--- src/rtl/i2s_pkg.sv ---
// Shared I2S definitions for the RX and TX sides.
// Latency: n/a (types and constants only).
// Backpressure: n/a.
package i2s_pkg;

    localparam int DATA_W_DEF = 16;
    localparam int SLOT_W_DEF = 32;

    // Channel encoding carried on LRCLK
    localparam logic LEFT  = 1'b0;
    localparam logic RIGHT = 1'b1;

    typedef enum logic [1:0] {
        WAIT_SYNC = 2'd0,
        SHIFT     = 2'd1,
        PAD       = 2'd2
    } i2s_state_t;

endpackage

--- src/rtl/i2s_sync_edge.sv ---
// 2-FF synchroniser with a registered rising-edge detect on the synced level.
// Latency: q follows d after 2 clk edges; rise pulses for one cycle after the 2nd edge.
// Backpressure: none; free-running.
//
// Ports:
//   clk   - sampling clock
//   rst_n - synchronous active-low reset, clears all three flops
//   d     - asynchronous input
//   q     - synchronised level
//   rise  - one-cycle pulse on a 0->1 transition of q
module i2s_sync_edge (
    input  logic clk,
    input  logic rst_n,
    input  logic d,
    output logic q,
    output logic rise
);

    logic s1;
    logic s2;
    logic s3;

    always_ff @(posedge clk) begin
        if (!rst_n) begin
            s1 <= 1'b0;
            s2 <= 1'b0;
            s3 <= 1'b0;
        end else begin
            s1 <= d;
            s2 <= s1;
            s3 <= s2;
        end
    end

    assign q    = s2;
    assign rise = s2 & ~s3;

endmodule

--- src/rtl/i2s_rx.sv ---
// I2S (Philips) slave receiver: de-serialises SCLK/LRCLK/SDATA into parallel L/R samples.
// Latency: sample + valid update 2 mclk edges after the edge that first captures SCLK high for the LSB.
// Backpressure: none; consumer must take each sample before the next valid pulse.
//
// Ports:
//   mclk            - system clock, all logic on its rising edge
//   rst_n           - synchronous active-low reset
//   sclk_i          - bit clock, asynchronous to mclk
//   lrclk_i         - word select, low = left, high = right
//   sdata_i         - serial data, MSB first
//   l_dout / r_dout - last complete left / right sample, held between updates
//   l_valid/r_valid - one-cycle strobe when the matching dout updates
//   slot_err        - one-cycle strobe when a half-frame ends before DATA_W bits arrived
module i2s_rx
    import i2s_pkg::*;
#(
    parameter int DATA_W = DATA_W_DEF,
    parameter int SLOT_W = SLOT_W_DEF
) (
    input  logic              mclk,
    input  logic              rst_n,
    input  logic              sclk_i,
    input  logic              lrclk_i,
    input  logic              sdata_i,
    output logic [DATA_W-1:0] l_dout,
    output logic [DATA_W-1:0] r_dout,
    output logic              l_valid,
    output logic              r_valid,
    output logic              slot_err
);

    localparam int              CNT_W     = $clog2(SLOT_W);
    localparam logic [CNT_W-1:0] LAST_DATA = CNT_W'(DATA_W - 1);
    localparam logic [CNT_W-1:0] CNT_MAX   = CNT_W'(SLOT_W - 1);

    // ------------------------------------------------------------------
    // Input conditioning
    // ------------------------------------------------------------------
    logic sclk_rise;
    logic sclk_lvl_unused;
    logic lr_s;
    logic lr_rise_unused;
    logic sd_s;
    logic sd_rise_unused;

    i2s_sync_edge u_sync_sclk (
        .clk   (mclk),
        .rst_n (rst_n),
        .d     (sclk_i),
        .q     (sclk_lvl_unused),
        .rise  (sclk_rise)
    );

    i2s_sync_edge u_sync_lrclk (
        .clk   (mclk),
        .rst_n (rst_n),
        .d     (lrclk_i),
        .q     (lr_s),
        .rise  (lr_rise_unused)
    );

    i2s_sync_edge u_sync_sdata (
        .clk   (mclk),
        .rst_n (rst_n),
        .d     (sdata_i),
        .q     (sd_s),
        .rise  (sd_rise_unused)
    );

    // ------------------------------------------------------------------
    // Channel-edge detection: LRCLK is only looked at on SCLK rises
    // ------------------------------------------------------------------
    logic lr_q;
    logic lr_edge;

    assign lr_edge = sclk_rise && (lr_s != lr_q);

    // ------------------------------------------------------------------
    // FSM
    // ------------------------------------------------------------------
    i2s_state_t       state;
    i2s_state_t       state_nxt;
    logic [CNT_W-1:0] bitcnt;
    logic             do_shift;
    logic             word_done;
    logic             do_pad;
    logic             err;

    always_ff @(posedge mclk) begin
        if (!rst_n) begin
            state <= WAIT_SYNC;
        end else begin
            state <= state_nxt;
        end
    end

    always_comb begin
        state_nxt = state;
        unique case (state)
            WAIT_SYNC: if (lr_edge)   state_nxt = SHIFT;
            SHIFT:     if (word_done) state_nxt = PAD;
            PAD:       if (lr_edge)   state_nxt = SHIFT;
            default:                  state_nxt = WAIT_SYNC;
        endcase
    end

    // The LRCLK-edge rise carries the previous word's last bit, so an
    // edge always pre-empts shifting; in SHIFT it also means the slot was short.
    always_comb begin
        do_shift  = 1'b0;
        word_done = 1'b0;
        do_pad    = 1'b0;
        err       = 1'b0;
        unique case (state)
            SHIFT: begin
                if (lr_edge) begin
                    err = 1'b1;
                end else if (sclk_rise) begin
                    do_shift  = 1'b1;
                    word_done = (bitcnt == LAST_DATA);
                end
            end
            PAD:     do_pad = sclk_rise & ~lr_edge;
            default: ;
        endcase
    end

    // ------------------------------------------------------------------
    // Datapath: shift register, bit counter, output registers
    // ------------------------------------------------------------------
    logic              chan;
    logic [DATA_W-1:0] shreg;
    logic [DATA_W-1:0] shreg_nxt;
    logic [CNT_W-1:0]  bitcnt_inc;

    assign shreg_nxt  = {shreg[DATA_W-2:0], sd_s};
    // Over-long slots just park the counter; PAD ignores everything until the next edge
    assign bitcnt_inc = (bitcnt == CNT_MAX) ? bitcnt : bitcnt + 1'b1;

    always_ff @(posedge mclk) begin
        if (!rst_n) begin
            lr_q     <= 1'b0;
            chan     <= LEFT;
            shreg    <= '0;
            bitcnt   <= '0;
            l_dout   <= '0;
            r_dout   <= '0;
            l_valid  <= 1'b0;
            r_valid  <= 1'b0;
            slot_err <= 1'b0;
        end else begin
            l_valid  <= 1'b0;
            r_valid  <= 1'b0;
            slot_err <= err;

            if (sclk_rise) begin
                lr_q <= lr_s;
            end

            if (lr_edge) begin
                chan   <= lr_s;
                shreg  <= '0;
                bitcnt <= '0;
            end else if (do_shift) begin
                shreg  <= shreg_nxt;
                bitcnt <= bitcnt_inc;
                if (word_done) begin
                    if (chan == LEFT) begin
                        l_dout  <= shreg_nxt;
                        l_valid <= 1'b1;
                    end else begin
                        r_dout  <= shreg_nxt;
                        r_valid <= 1'b1;
                    end
                end
            end else if (do_pad) begin
                bitcnt <= bitcnt_inc;
            end
        end
    end

endmodule

--- config.mk ---
export PLATFORM = sky130hd
export DESIGN_NAME = i2s_rx
export DESIGN_NICKNAME = d
export VERILOG_FILES = /design/src/rtl/i2s_pkg.sv /design/src/rtl/i2s_sync_edge.sv /design/src/rtl/i2s_rx.sv
export SDC_FILE = /design/constraint.sdc
export NUM_CORES = 1
export LEC_CHECK = 0
export ABC_CLOCK_PERIOD_IN_PS = 2000
export BUFFER_PORTS_ARGS = -buffer_cell sky130_fd_sc_hd__buf_2
export CORE_UTILIZATION = 40
export DETAILED_ROUTE_END_ITERATION = 7
export PLACE_DENSITY = 0.73
export SETUP_SLACK_MARGIN = 0.3
export SYNTH_ARGS = -nofsm -noshare
export SYNTH_HDL_FRONTEND = slang
export SYNTH_SLANG_ARGS = --single-unit
--- constraint.sdc ---
create_clock -name mclk -period 2 [get_ports mclk]
set_clock_uncertainty 0.1 [all_clocks]
set_input_delay 0.4 -clock mclk [delete_from_list [all_inputs] [get_ports mclk]]
set_output_delay 0.4 -clock mclk [all_outputs]
set_load 0.02 [all_outputs]
==> results.md <==
* Number of endpoints with negative hold slack in the final report at 0
* Mean routed wirelength per cell at 14.4 microns
* Number of DRC markers after the initial detailed-route iteration at 138
* Post-Synthesis Cell Area at 2670 sq um
* Rel. slew slack at around 50%
* Number of buffers created by CTS at 9
* Final count of pins violating max slew at 0
* Fin worst setup slack at approximately 0.29 ns
* Worst-path cell with the longest stage delay: sky130_fd_sc_hd__dfxtp_2
* Overall Power at between 2 and 3 mW
* Max FO, Critical Path at 8
* Total Negative Setup Slacks at 0 ns
* Crit-path most repeated cell: sky130_fd_sc_hd__ha_4
* Largest net degree at the start of global routing at between 40 and 50
* Leakage power at 1.47 nW
* CP Class: reg -> reg
* Adder-cell share of the synthesized area at 1.41%
* Die area at 6990 sq um
* Setup violations, final at 0
* Critical Path Start Type: flip-flop
* Number of synthesized flops with an enable pin at 0
* Hold-fix buffers, CTS at 0
* Clock Tree Buf Depth at 2
* Post-Synth Simple-Gate Area at around 19%
* Path type of the worst min-delay path: in -> reg
* Result of the run: finished clean
* Top_reg_cell synth: sky130_fd_sc_hd__dfxtp_1
* Slew @ Worst Pin at 0.742 ns
* Die H at 83.6 microns
* Number of cells produced by synthesis at ~280
* I/O Buffers at 39
* Worst-case setup slack after placement at ~0.12 ns
* Placer Congestion at 0.808
* Antenna violations before repair at 0
* Syn Area/Cell at 9.66 sq um
* Worst-path clk slew at 0.07 ns
* Layout Utilization at 52.8%
* Unrepaired setup endpoints after global routing: yes
* Count of state elements after synthesis at 66
* Crit share post-route at 85.6%
* Clock latency of the later-clocked register in the worst-skew pair at 0.35 ns
* Remaining number of nets flagged by the antenna check after routing at 0
* Max-capacitance violation count at 0
* Number of search-and-repair iterations in the first detailed-routing pass at 4
* Shortest period the worst path allows at approximately 1.7 ns
* Maximum level of the CTS H-tree at 3
* Layout cell share with drive strength beyond 1 at between 20% and 30%
* Overall die width at 83.6 microns
* Number of nets in the final layout at 329
* Data arrival time at the worst-slack endpoint at roughly 1.9 ns
* Power density over the cells at 820 nW/um^2
* Highest achievable clock rate at 584 MHz
* Count of vias placed by the detailed router at 2058
* Syn_nets at 284
* Compound-gate portion of the synthesized area at between 10% and 20%
* Clock Tree Root: sky130_fd_sc_hd__clkbuf_8
* Remaining DRCs at 0
* Share of the synthesized netlist area taken by xor and xnor gates at 1.69%
* Async set or reset register ratio after synthesis at 0%
* Number of inserted filler cells in the final layout at 583
* Detailed-placement wirelength estimate at roughly 3500 microns
* Initial cell density of the core at 41.7%
* Combinational family with the most area after synthesis: simple AND/OR/NAND/NOR gates
* Synth warnings at 0
* Post-route worst hold slack at 0.164 ns
* Crit-path max cell delay at 0.35 ns
* Num rows at 29
* Antenna cell count at 0
* Worst Path Required at 2.14 ns
* Ordered cell list for the critical path: ha_4 > and3_4 > ha_4 > and3b_2 > nand4_4 > buf_12 > mux2i_2
* Total congestion overflow after global routing at 0
* TritonCTS clock tree: built
* Global-route wire length before repair at 9470 microns
* Crit. End Element: flip-flop
* Syn-to-layout area delta at 26.4%
* Via-per-instance ratio at 5.11
* Total Routing Usage GR at roughly 17%
* Clk sinks at 66
* Total length of routed wires at a little under 6000 microns
* Vias in the first global route at 2016
* Peak ir drop on the vdd network at 0.000559 V
* Core region area at 6390 sq um
* Top Ports at 40
* Cell variety after synth at 35
* Fraction of synthesized area in multiplexers at 13.5%
* Share of synthesized area occupied by flip-flops and latches at 49.6%
==> final cells by class <==
class	instances	area, sq um	area share, %
clock inverters	6	115	3.42
clock buffers	10	128	3.79
flip-flops and latches	66	1330	39.4
inverters	2	7.51	0.223
multi-input cells	188	1320	39.1
well taps	77	96.3	2.86
repair buffers	54	380	11.3
==> per-stage QoR <==
stage	instances	cell area (sq um)
after global placement	381	2970
after global routing	403	3370
after floorplan	276	2710
after detailed placement	381	2970
final	403	3370
after CTS	401	3300
==> path summary, 6_finish.rpt <==
path / from / endpoint / slack, ns / cells past startpoint
worst max register to register: bitcnt[1] / r_dout[9] / 0.29 / 7
worst min register to register: u_sync_sclk.s1 / u_sync_sclk.q / 0.33 / 1
worst min-delay path: sclk_i / u_sync_sclk.s1 / 0.16 / 2
worst max-delay path: bitcnt[1] / r_dout[9] / 0.29 / 7
==> timing repair <==
item,4_1_cts,5_1_grt
buffers inserted,3,1
gates cloned,1,1
endpoints found under the setup margin,37,50
pin swaps,1,0
resized for setup,11,10
==> power by group <==
group,switching (mW),internal (mW)
combinational,0.0576,0.0268
sequential,0.00627,1.32
clock,0.522,0.832
total,0.586,2.18
==> worst max-delay path, delay by kind of cell (launching register included) <==
kind	cells	cell delay [ns]
buf+inv	1	0.19
flops	1	0.35
simple gates	3	0.57
mux	1	0.14
fa+ha+maj	2	0.25
==> synth_stat cells (2+ instances only) <==
cell	n	area, sq um
sky130_fd_sc_hd__nor3_1	4	20.0
sky130_fd_sc_hd__dfxtp_1	66	1320
sky130_fd_sc_hd__nor2b_1	5	31.3
sky130_fd_sc_hd__o21ai_0	19	95.1
sky130_fd_sc_hd__a21oi_1	15	75.1
sky130_fd_sc_hd__nand3_1	17	85.1
sky130_fd_sc_hd__and2_1	7	43.8
sky130_fd_sc_hd__mux2i_1	36	360
sky130_fd_sc_hd__nand4_4	2	42.5
sky130_fd_sc_hd__nand2b_1	2	12.5
sky130_fd_sc_hd__buf_2	7	35.0
sky130_fd_sc_hd__nand2_1	52	195
sky130_fd_sc_hd__a21boi_0	4	30.0
sky130_fd_sc_hd__nor4_1	2	12.5
sky130_fd_sc_hd__clkbuf_1	8	30.0
sky130_fd_sc_hd__buf_1	3	11.3
sky130_fd_sc_hd__ha_1	3	37.5
sky130_fd_sc_hd__buf_4	2	15.0
sky130_fd_sc_hd__o211ai_1	5	37.5
sky130_fd_sc_hd__inv_1	2	7.51
==> flip-flops by register name (all words and copies together) (netlist names), 2 cells and up <==
| signal | count |
|---|---|
| bitcnt | 5 |
| l_dout | 16 |
| r_dout | 16 |
| shreg | 15 |
| state | 2 |
==> placed cells by master, fill, tap and decap left out, types with 7 or more instances in the layout <==
cell type                   n
sky130_fd_sc_hd__buf_4     10
sky130_fd_sc_hd__o21ai_0   19
sky130_fd_sc_hd__and2_1     7
sky130_fd_sc_hd__nand3_1   17
sky130_fd_sc_hd__dfxtp_1   64
sky130_fd_sc_hd__mux2i_1   35
sky130_fd_sc_hd__buf_2     39
sky130_fd_sc_hd__clkbuf_8   9
sky130_fd_sc_hd__nand2_1   52
sky130_fd_sc_hd__a21oi_1   15
==> cells by family after synthesis <==
family          Yosys count
fa+ha+maj                 3
buf+inv                  22
compound gates           48
simple gates             98
mux                      36
flops                    66
xor+xnor                  3
==> metal layers <==
layer  track usage (%)  share of wire, %  up-vias
met5                 0                 0        -
met4              8.78               1.8        0
met3              5.24               3.3       12
met2              27.8                47       37
met1              20.4                48      966
li1                  -                 -     1043
Note: power is estimated with default switching activity, not from simulation.
